<file path="src/rtl/zigbee_pkg.sv">
// Shared constants for the 802.15.4 O-QPSK chip encoder.
// Chip words are stored c0-first: c0 is the MSB.
package zigbee_pkg;

  localparam int CHIPS_PER_SYM = 32;
  localparam logic [5:0] NBP_MIN = 6'd2;

  typedef enum logic {
    IDLE,
    SEND
  } tx_state_t;

  localparam logic [31:0] CHIP_TABLE [16] = '{
    32'hD9C3522E, 32'hED9C3522,
    32'h2ED9C352, 32'h22ED9C35,
    32'h522ED9C3, 32'h3522ED9C,
    32'hC3522ED9, 32'h9C3522ED,
    32'h8C96077B, 32'hB8C96077,
    32'h7B8C9607, 32'h77B8C960,
    32'h077B8C96, 32'h6077B8C9,
    32'h96077B8C, 32'hC96077B8
  };

  function automatic logic chip_bit(
    input logic [3:0] sym,
    input logic [4:0] idx
  );
    logic [31:0] w;
    w = CHIP_TABLE[sym];
    return w[5'(CHIPS_PER_SYM - 1) - idx];
  endfunction

  function automatic logic [5:0] nbp_sat(
    input logic [5:0] n
  );
    return (n < NBP_MIN) ? NBP_MIN : n;
  endfunction

endpackage

</file>
<file path="src/rtl/tx_chip_encoder_chip_timer.sv">
// Samples-per-chip counter with terminal-count flag.
// Cleared on frame start, wraps on every chip boundary.
module chip_timer (
  input  logic       i_clk,
  input  logic       i_rst,
  input  logic       i_load,
  input  logic       i_en,
  input  logic [5:0] i_nbp,
  output logic       o_chip_end
);

  logic [5:0] smp_cnt;

  assign o_chip_end = (smp_cnt == i_nbp - 6'd1);

  always_ff @(posedge i_clk or negedge i_rst) begin
    if (!i_rst) begin
      smp_cnt <= '0;
    end else if (i_load) begin
      smp_cnt <= '0;
    end else if (i_en) begin
      smp_cnt <= o_chip_end ? '0 : smp_cnt + 6'd1;
    end
  end

endmodule

</file>
<file path="src/rtl/tx_chip_encoder.sv">
// Byte -> 2 symbols -> 32-chip PN sequences, serialized as a
// phase stream holding each chip for nbp_q sample strobes.
module tx_chip_encoder
  import zigbee_pkg::*;
(
  input  logic       i_clk,
  input  logic       i_rst,
  input  logic       i_en_ech,
  input  logic [5:0] i_nb_P,
  input  logic [7:0] i_data,
  input  logic       i_valid,
  input  logic       i_last,
  output logic       o_ready,
  output logic       o_phase,
  output logic       o_flag,
  output logic       o_busy,
  output logic       o_underrun
);

  tx_state_t  state;
  logic       nib_sel;
  logic [4:0] chip_idx;
  logic [5:0] nbp_q;
  logic [7:0] byte_q;
  logic       last_q;

  logic       chip_end;
  logic       adv;
  logic       sym_end;
  logic       byte_end;
  logic       accept;
  logic       start;
  logic [3:0] cur_sym;
  logic [4:0] nxt_idx;

  assign adv      = (state == SEND) && i_en_ech && chip_end;
  assign sym_end  = (chip_idx == 5'd31);
  assign byte_end = adv && sym_end && nib_sel;
  assign o_ready  = (state == IDLE) || (byte_end && !last_q);
  assign accept   = i_valid && o_ready;
  assign start    = (state == IDLE) && i_valid;
  assign cur_sym  = nib_sel ? byte_q[7:4] : byte_q[3:0];
  assign nxt_idx  = chip_idx + 5'd1;

  chip_timer u_timer (
    .i_clk      (i_clk),
    .i_rst      (i_rst),
    .i_load     (start),
    .i_en       ((state == SEND) && i_en_ech),
    .i_nbp      (nbp_q),
    .o_chip_end (chip_end)
  );

  always_ff @(posedge i_clk or negedge i_rst) begin
    if (!i_rst) begin
      state      <= IDLE;
      nib_sel    <= 1'b0;
      chip_idx   <= '0;
      nbp_q      <= '0;
      byte_q     <= '0;
      last_q     <= 1'b0;
      o_phase    <= 1'b0;
      o_flag     <= 1'b0;
      o_busy     <= 1'b0;
      o_underrun <= 1'b0;
    end else begin
      o_flag     <= 1'b0;
      o_underrun <= 1'b0;
      unique case (state)
        IDLE: begin
          o_phase <= 1'b0;
          o_busy  <= 1'b0;
          if (i_valid) begin
            byte_q   <= i_data;
            last_q   <= i_last;
            nbp_q    <= nbp_sat(i_nb_P);
            nib_sel  <= 1'b0;
            chip_idx <= '0;
            o_phase  <= ~chip_bit(i_data[3:0], 5'd0);
            o_flag   <= 1'b1;
            o_busy   <= 1'b1;
            state    <= SEND;
          end
        end
        SEND: begin
          unique case (1'b1)
            adv && !sym_end: begin
              chip_idx <= nxt_idx;
              o_phase  <= ~chip_bit(cur_sym, nxt_idx);
              o_flag   <= 1'b1;
            end
            adv && sym_end && !nib_sel: begin
              nib_sel  <= 1'b1;
              chip_idx <= '0;
              o_phase  <= ~chip_bit(byte_q[7:4], 5'd0);
              o_flag   <= 1'b1;
            end
            byte_end && accept: begin
              // seamless continuation keeps the frame's nbp_q
              byte_q   <= i_data;
              last_q   <= i_last;
              nib_sel  <= 1'b0;
              chip_idx <= '0;
              o_phase  <= ~chip_bit(i_data[3:0], 5'd0);
              o_flag   <= 1'b1;
            end
            byte_end && !accept: begin
              state      <= IDLE;
              nib_sel    <= 1'b0;
              chip_idx   <= '0;
              o_phase    <= 1'b0;
              o_busy     <= 1'b0;
              o_underrun <= !last_q;
            end
            default: ;
          endcase
        end
        default: state <= IDLE;
      endcase
    end
  end

endmodule

</file>
<file path="config.mk">
export PLATFORM = sky130hd
export DESIGN_NAME = tx_chip_encoder
export DESIGN_NICKNAME = d
export VERILOG_FILES = /design/src/rtl/zigbee_pkg.sv /design/src/rtl/tx_chip_encoder_chip_timer.sv /design/src/rtl/tx_chip_encoder.sv
export SDC_FILE = /design/constraint.sdc
export NUM_CORES = 1
export LEC_CHECK = 0
export ABC_CLOCK_PERIOD_IN_PS = 3260
export CAP_MARGIN = 0
export CORE_ASPECT_RATIO = 0.6
export CORE_MARGIN = 1
export CORE_UTILIZATION = 45
export DETAILED_ROUTE_END_ITERATION = 7
export SYNTH_ARGS = -nofsm -noshare
export SYNTH_HDL_FRONTEND = slang
export SYNTH_SLANG_ARGS = --single-unit
</file>
<file path="constraint.sdc">
create_clock -name i_clk -period 3.26 [get_ports i_clk]
set_input_delay 0.652 -clock i_clk [delete_from_list [all_inputs] [get_ports i_clk]]
set_output_delay 0.652 -clock i_clk [all_outputs]
set_load 0.01 [all_outputs]
</file>
Word-level counts from Yosys, hierarchy flattened
Memories as Yosys holds them, arrays and structs flattened.
Cells that the tools add are included.
{"block": "op_classes", "n_reduce_logical": 24, "addsub": 4, "magnitude_cmp": 5, "mux": 37, "bitwise": 7, "eq_ne": 8}
{"cell": "two-way mux 32 bit", "count": 6}
{"cell": "two-way mux 6 bit", "count": 4}
{"cell": "one-hot mux 5 bit (2 select lines)", "count": 2}
{"cell": "two-way mux 8 bit", "count": 2}
{"cell": "one-hot mux 8 bit (2 select lines)", "count": 1}
{"cell": ">= comparator 5 bit, second input constant", "count": 3}
{"cell": "NOT 4 -> 5 bit", "count": 3}
{"cell": "one-hot mux 1 bit (2 select lines)", "count": 7}
{"cell": "logical AND 1 bit", "count": 11}
{"cell": "two-way mux 1 bit", "count": 11}
{"cell": "AND reduction 2 bit", "count": 4}
{"cell": "adder 6 x 1 -> 6 bit, second input constant", "count": 1}
{"cell": "equality test 6 bit", "count": 1}
{"cell": "< comparator 5 x 6 -> 1 bit, second input constant", "count": 1}
{"cell": "< comparator 6 x 2 -> 1 bit, second input constant", "count": 1}
{"cell": "!= test 3 x 2 -> 1 bit, second input constant", "count": 2}
{"cell": "OR reduction 3 bit", "count": 2}
{"cell": "subtractor 6 x 1 -> 6 bit, second input constant", "count": 1}
{"cell": "adder 5 x 1 -> 5 bit, second input constant", "count": 1}
{"cell": "binary-select mux 1 bit (select 5 bit)", "count": 1}
{"cell": "equality test 5 bit, second input constant", "count": 1}
{"cell": "two-way mux 5 bit", "count": 1}
{"cell": "!= test 5 x 1 -> 1 bit, second input constant", "count": 1}
{"cell": "subtractor 5 bit, first input constant", "count": 1}
{"cell": "other kinds (9)", "count": 16}
{"block": "totals", "rom_bits": 1536, "regBits": 32, "mem_count": 3, "output_inout_bits": 5, "inputBits": 19}
{"memory": "(no name shown)", "depth": 16, "word_bits": 32, "rd": 1, "rd_ports_with_merged_regs": 0, "wr": 0, "line_no": "zigbee_pkg.sv:29", "rtl": "w = CHIP_TABLE[sym];"}
{"memory": "(no name shown)", "depth": 16, "word_bits": 32, "rd": 1, "rd_ports_with_merged_regs": 0, "wr": 0, "line_no": "zigbee_pkg.sv:29"}
{"memory": "(no name shown)", "depth": 16, "word_bits": 32, "rd": 1, "rd_ports_with_merged_regs": 0, "wr": 0, "line_no": "zigbee_pkg.sv:29"}

Longest topological paths before layout
{"block": "logic_depth", "ltp_word": 13, "ltp_mapped": 12, "depth_no_buf": 10}

Modules after synthesis
From an unflattened synthesis, not the netlist that was laid out.
{"block": "unflattened", "hier_cells": 315, "hier_area_um2": 2767.7}
{"mod": "tx_chip_encoder", "n_inst": 1, "cells_per_inst": 252, "seq_area_each_um2": 650.6, "area_each_um2": 2222.1}
{"mod": "chip_timer", "n_inst": 1, "cells_per_inst": 63, "seq_area_each_um2": 150.1, "area_each_um2": 545.5}

Worst setup path after synthesis
OpenSTA, ideal clock, no wires.
{"block": "synth_path", "path_kind": "register -> output", "start": "register nbp_q[0]", "end": "output o_ready", "arrival_ns": 2.296, "path_stages_with_launch": 9, "setup_slack_ns": 0.312, "required_ns": 2.608, "cell_sequence": "dfrtp_1 > inv_1 > ha_1 > or3_1 > a31o_1 > or4b_1 > buf_2 > or2_1 > o21ai_2"}
{"block": "synth_via", "elab_chain_len": 7}
{"element": "from (decl)", "line_no": "tx_chip_encoder.sv:23", "rtl": "logic [5:0] nbp_q;"}
{"element": "from (signal assigned)", "line_no": "tx_chip_encoder.sv:76", "rtl": "nbp_q <= nbp_sat(i_nb_P);"}
{"element": "subtractor 6 x 1 -> 6 bit", "line_no": "tx_chip_encoder_chip_timer.sv:14", "rtl": "assign o_chip_end = (smp_cnt == i_nbp - 6'd1);"}
{"element": "equality test 6 bit", "line_no": "tx_chip_encoder_chip_timer.sv:14"}
{"element": "logical AND 1 bit", "line_no": "tx_chip_encoder.sv:36", "rtl": "assign adv = (state == SEND) && i_en_ech && chip_end;"}
{"element": "logical AND 1 bit (2 in series)", "line_no": "tx_chip_encoder.sv:38", "rtl": "assign byte_end = adv && sym_end && nib_sel;"}
{"element": "logical AND 1 bit", "line_no": "tx_chip_encoder.sv:39", "rtl": "assign o_ready = (state == IDLE) || (byte_end && !last_q);"}
{"element": "logical OR 1 bit", "line_no": "tx_chip_encoder.sv:39"}
{"element": "to (decl)", "line_no": "tx_chip_encoder.sv:13", "rtl": "output logic o_ready,"}
No other way between the ends.

Final worst setup path
{"block": "layout_path", "start": "register u_timer.smp_cnt[2]", "end": "output o_ready"}
{"block": "layout_via", "elab_chain_len": 6}
{"element": "from (decl)", "line_no": "tx_chip_encoder_chip_timer.sv:12", "rtl": "logic [5:0] smp_cnt;"}
{"element": "from (signal assigned)", "line_no": "tx_chip_encoder_chip_timer.sv:22", "rtl": "smp_cnt <= o_chip_end ? '0 : smp_cnt + 6'd1;"}
{"element": "equality test 6 bit", "line_no": "tx_chip_encoder_chip_timer.sv:14"}
{"element": "logical AND 1 bit", "line_no": "tx_chip_encoder.sv:36"}
{"element": "logical AND 1 bit (2 in series)", "line_no": "tx_chip_encoder.sv:38"}
{"element": "logical AND 1 bit", "line_no": "tx_chip_encoder.sv:39"}
{"element": "logical OR 1 bit", "line_no": "tx_chip_encoder.sv:39"}
No other way between the ends.

==> key figures <==
Route
  – DR pass1 iterations: 5
  – Drt drc: 0
  – Vias/cell: 5.79
  – WL final: 7.36 mm
  – Via count: 2563
  – Drt wl/cell: 16.6 um
  – DRT iter0 DRCs: 211
  – DRT antenna net count: 0

Pwr
  – Power Total: 2.38 mW
  – Gate power share: 59.7%
  – Cell Int Power: 1.32 mW
  – Maximum vdd drop: 0.290 mV
  – Clock power share: 15.7%
  – Pwr Density: 711 mW/mm^2
  – Lkg Pwr: 1.43 nW
  – Switching share of power: 44.5%
  – Sequential Power Share: 24.7%
  – Sw Pwr: 1.06 mW

Yosys
  – Synth Register Bits: 32
  – Synthesis Warnings: 0
  – Synth Net Count: 365
  – Post-synthesis cell area: 0.00282 mm^2
  – EDFF count, synth: 0
  – Avg Cell Area, Syn: 8.45 um^2
  – Gate Count Post-Synth: 334
  – Post-synthesis sequential area ratio: 28.4%
  – Post-synth ARST share: 100%
  – Count of cell types in the netlist: 61
  – Main synth FF type: dfrtp_1

Setup path
  – Startpoint Class: flip-flop
  – Critical path type: reg2out
  – Data arrival time of the worst path: 2520 ps
  – CP max FO: 5
  – Flop-to-flop setup slack: 440 ps
  – Crit. End Element: output port
  – CP required: 2610 ps

Global routing
  – Antenna violations before repair: 0
  – Vias in the first global route: 2398
  – Tot GR Track Use: 24.3%
  – Largest net degree at the start of global routing: 34
  – Wire length of the first global-routing pass: 12.7 mm
  – Grt total ovfl: 0

Hold path
  – HP Class: reg2reg

Final layout
  – # nets final: 393
  – Share of cells above drive strength 1: 14.9%
  – Design Area, Final: 0.00335 mm^2
  – P&R area growth vs syn: 18.5%
  – Number of diodes: 0
  – Final Util: 57.6%
  – Fillers: 515

STA
  – Slew @ Worst Pin: 635 ps
  – Headroom to the max-slew limit: 57.4%
  – Max-slew violations: 0
  – Final setup viols: 0
  – F_max: 315 MHz
  – Tcrit/Tclk final: 97.4%
  – Worst Skew: 6.41 ps
  – Hold_ws: 533 ps
  – Period minus WS final: 3170 ps
  – Hold Fails Final Rpt: 0
  – Worst Setup Slack, final: 86.3 ps

Clock tree
  – Bufs on Longest Clock Path: 2
  – Clk sinks: 32
  – Clock latency on the worst-skew pair: 280 ps
  – Num CTS Buffers: 5
  – H-tree depth: 2
  – CTS clock-pin slew for the worst setup and hold paths: 70 ps
  – CTS Hold Bufs: 0
  – CTS tree: done
  – CTS root buf: clkbuf_8

Flow run
  – Max-cap violations: 0

Placed design
  – Dpl ws: -46.2 ps
  – DP HPWL: 5.59 mm
  – GP Congestion: 0.850
  – Dpl cell area: 0.00320 mm^2
  – Buffers on Ports: 23

Floorplan
  – Core Area: 0.00581 mm^2
  – Ports: 24
  – Row cnt: 21
  – Die span in y: 63.4 um
  – Starting Density: 48.6%
  – Die Area: 0.00661 mm^2
  – Die Wd: 104 um

Run status
  – Status: completed
[metal layers]
layer	vias to the layer above	wire length (um)	GRT usage (%)	part of all wire, %
met2	80	2770	30.9	38
li1	1261	-	-	-
met3	6	438	4.76	6.0
met1	1216	4120	41.1	56
met4	0	33	2.68	0.45
met5	-	0	0	0
[worst max-delay path: stages, from the launching register on]
cell and delay [ps]:
dfrtp_1 430, nor2b_1 150, or3_1 360, a31o_1 210, or4b_4 540, or2_4 270
o21ai_2 140, buf_2 150
[synthesized netlist by cell type (all sizes together), types with 4 or more instances]
cell / count / share of area (%)
nand2b: 5 / 1.1
inv: 12 / 1.6
ha: 12 / 5.3
dfrtp: 32 / 28
a31oi: 6 / 1.3
xor2: 9 / 2.8
a21oi: 8 / 1.4
nand2: 36 / 4.8
xnor2: 19 / 5.9
a22oi: 5 / 1.3
o21ai: 27 / 5.3
nor2b: 7 / 1.6
o211ai: 5 / 1.3
buf: 5 / 0.80
clkbuf: 19 / 2.5
mux2i: 17 / 6.3
or3: 4 / 0.89
o31ai: 4 / 1.1
nor2: 24 / 3.2
nor3: 10 / 2.2
nand3: 9 / 1.6
mux2: 10 / 5.1
[layout by cell type (no fill, tap or decap), drive strengths merged, types with 7 or more instances in the layout]
master          n
buf            23
nand3           9
xnor2          19
inv            12
a21oi           8
clkdlybuf4s50  22
o21ai          27
nor2           24
ha             12
mux2           10
nor3           10
nor2b           7
mux2i          17
nand2          36
xor2            9
dfrtp          32
[logic make-up (layout without fill, tap and decap cells)]
kind of cell	after synthesis	after routing	synth area share, %
AOI/OAI and AO/OA	89	89	22.5
adders and majority gates	12	12	5.32
buffers and inverters	36	65	4.92
DFF	32	32	28.4
and+or+nand+nor	110	110	18.9
muxes	27	27	11.3
xor gates and xnor gates	28	28	8.68
[path summary, 6_finish.rpt]
kind,from,end,cells past startpoint
setup / recovery,u_timer.smp_cnt[2]$_DFFE_PN0P_,o_ready,7
hold / removal,nbp_q[5]$_DFFE_PN0P_,nbp_q[5]$_DFFE_PN0P_,2
setup reg to reg,nib_sel$_DFFE_PN0P_,o_phase$_DFFE_PN0P_,10
hold reg to reg,nbp_q[5]$_DFFE_PN0P_,nbp_q[5]$_DFFE_PN0P_,2
max in group asynchronous,i_rst,nbp_q[0]$_DFFE_PN0P_,2
min in group asynchronous,i_rst,chip_idx[1]$_DFFE_PN0P_,2
[metrics by stage]
stage	TNS [ps]	cells
2_1_floorplan	0	334
4_1_cts	0	440
3_3_place_gp	-26.7	432
6_report	0	443
3_5_place_dp	-46.2	432
5_1_grt	-0.921	443
[cell type report]
type / count / area [um^2] / share of cell area (%)
Inverter: 12 / 45.0 / 1.35
Tap cell: 80 / 100 / 2.99
Clock buffer: 6 / 72.6 / 2.17
Multi-Input combinational cell: 266 / 1900 / 56.9
Sequential cell: 32 / 801 / 23.9
Timing Repair Buffer: 45 / 390 / 11.7
Clock inverter: 2 / 35.0 / 1.05
[state kept, by name (all words and copies together), names as in the netlist]
register / count
nib_sel: 1
chip_idx: 5
o_phase: 1
o_underrun: 1
o_flag: 1
last_q: 1
u_timer.smp_cnt: 6
o_busy: 1
byte_q: 8
nbp_q: 6
state: 1
[timing repair]
action,CTS,global route
endpoints found under the setup margin,1,1
gates resized for setup,4,6
setup buffers,0,3
pin swaps,0,6
[power groups by stage]
stage	clock network, mW	logic (mW)	registers (mW)
after global routing	0.401	1.58	0.601
after floorplan	0	1.05	0.542
final	0.373	1.42	0.587
after global placement	0	1.37	0.587
after detailed placement	0	1.38	0.591
after CTS	0.381	1.38	0.583
(Power assumes the default switching activity.)
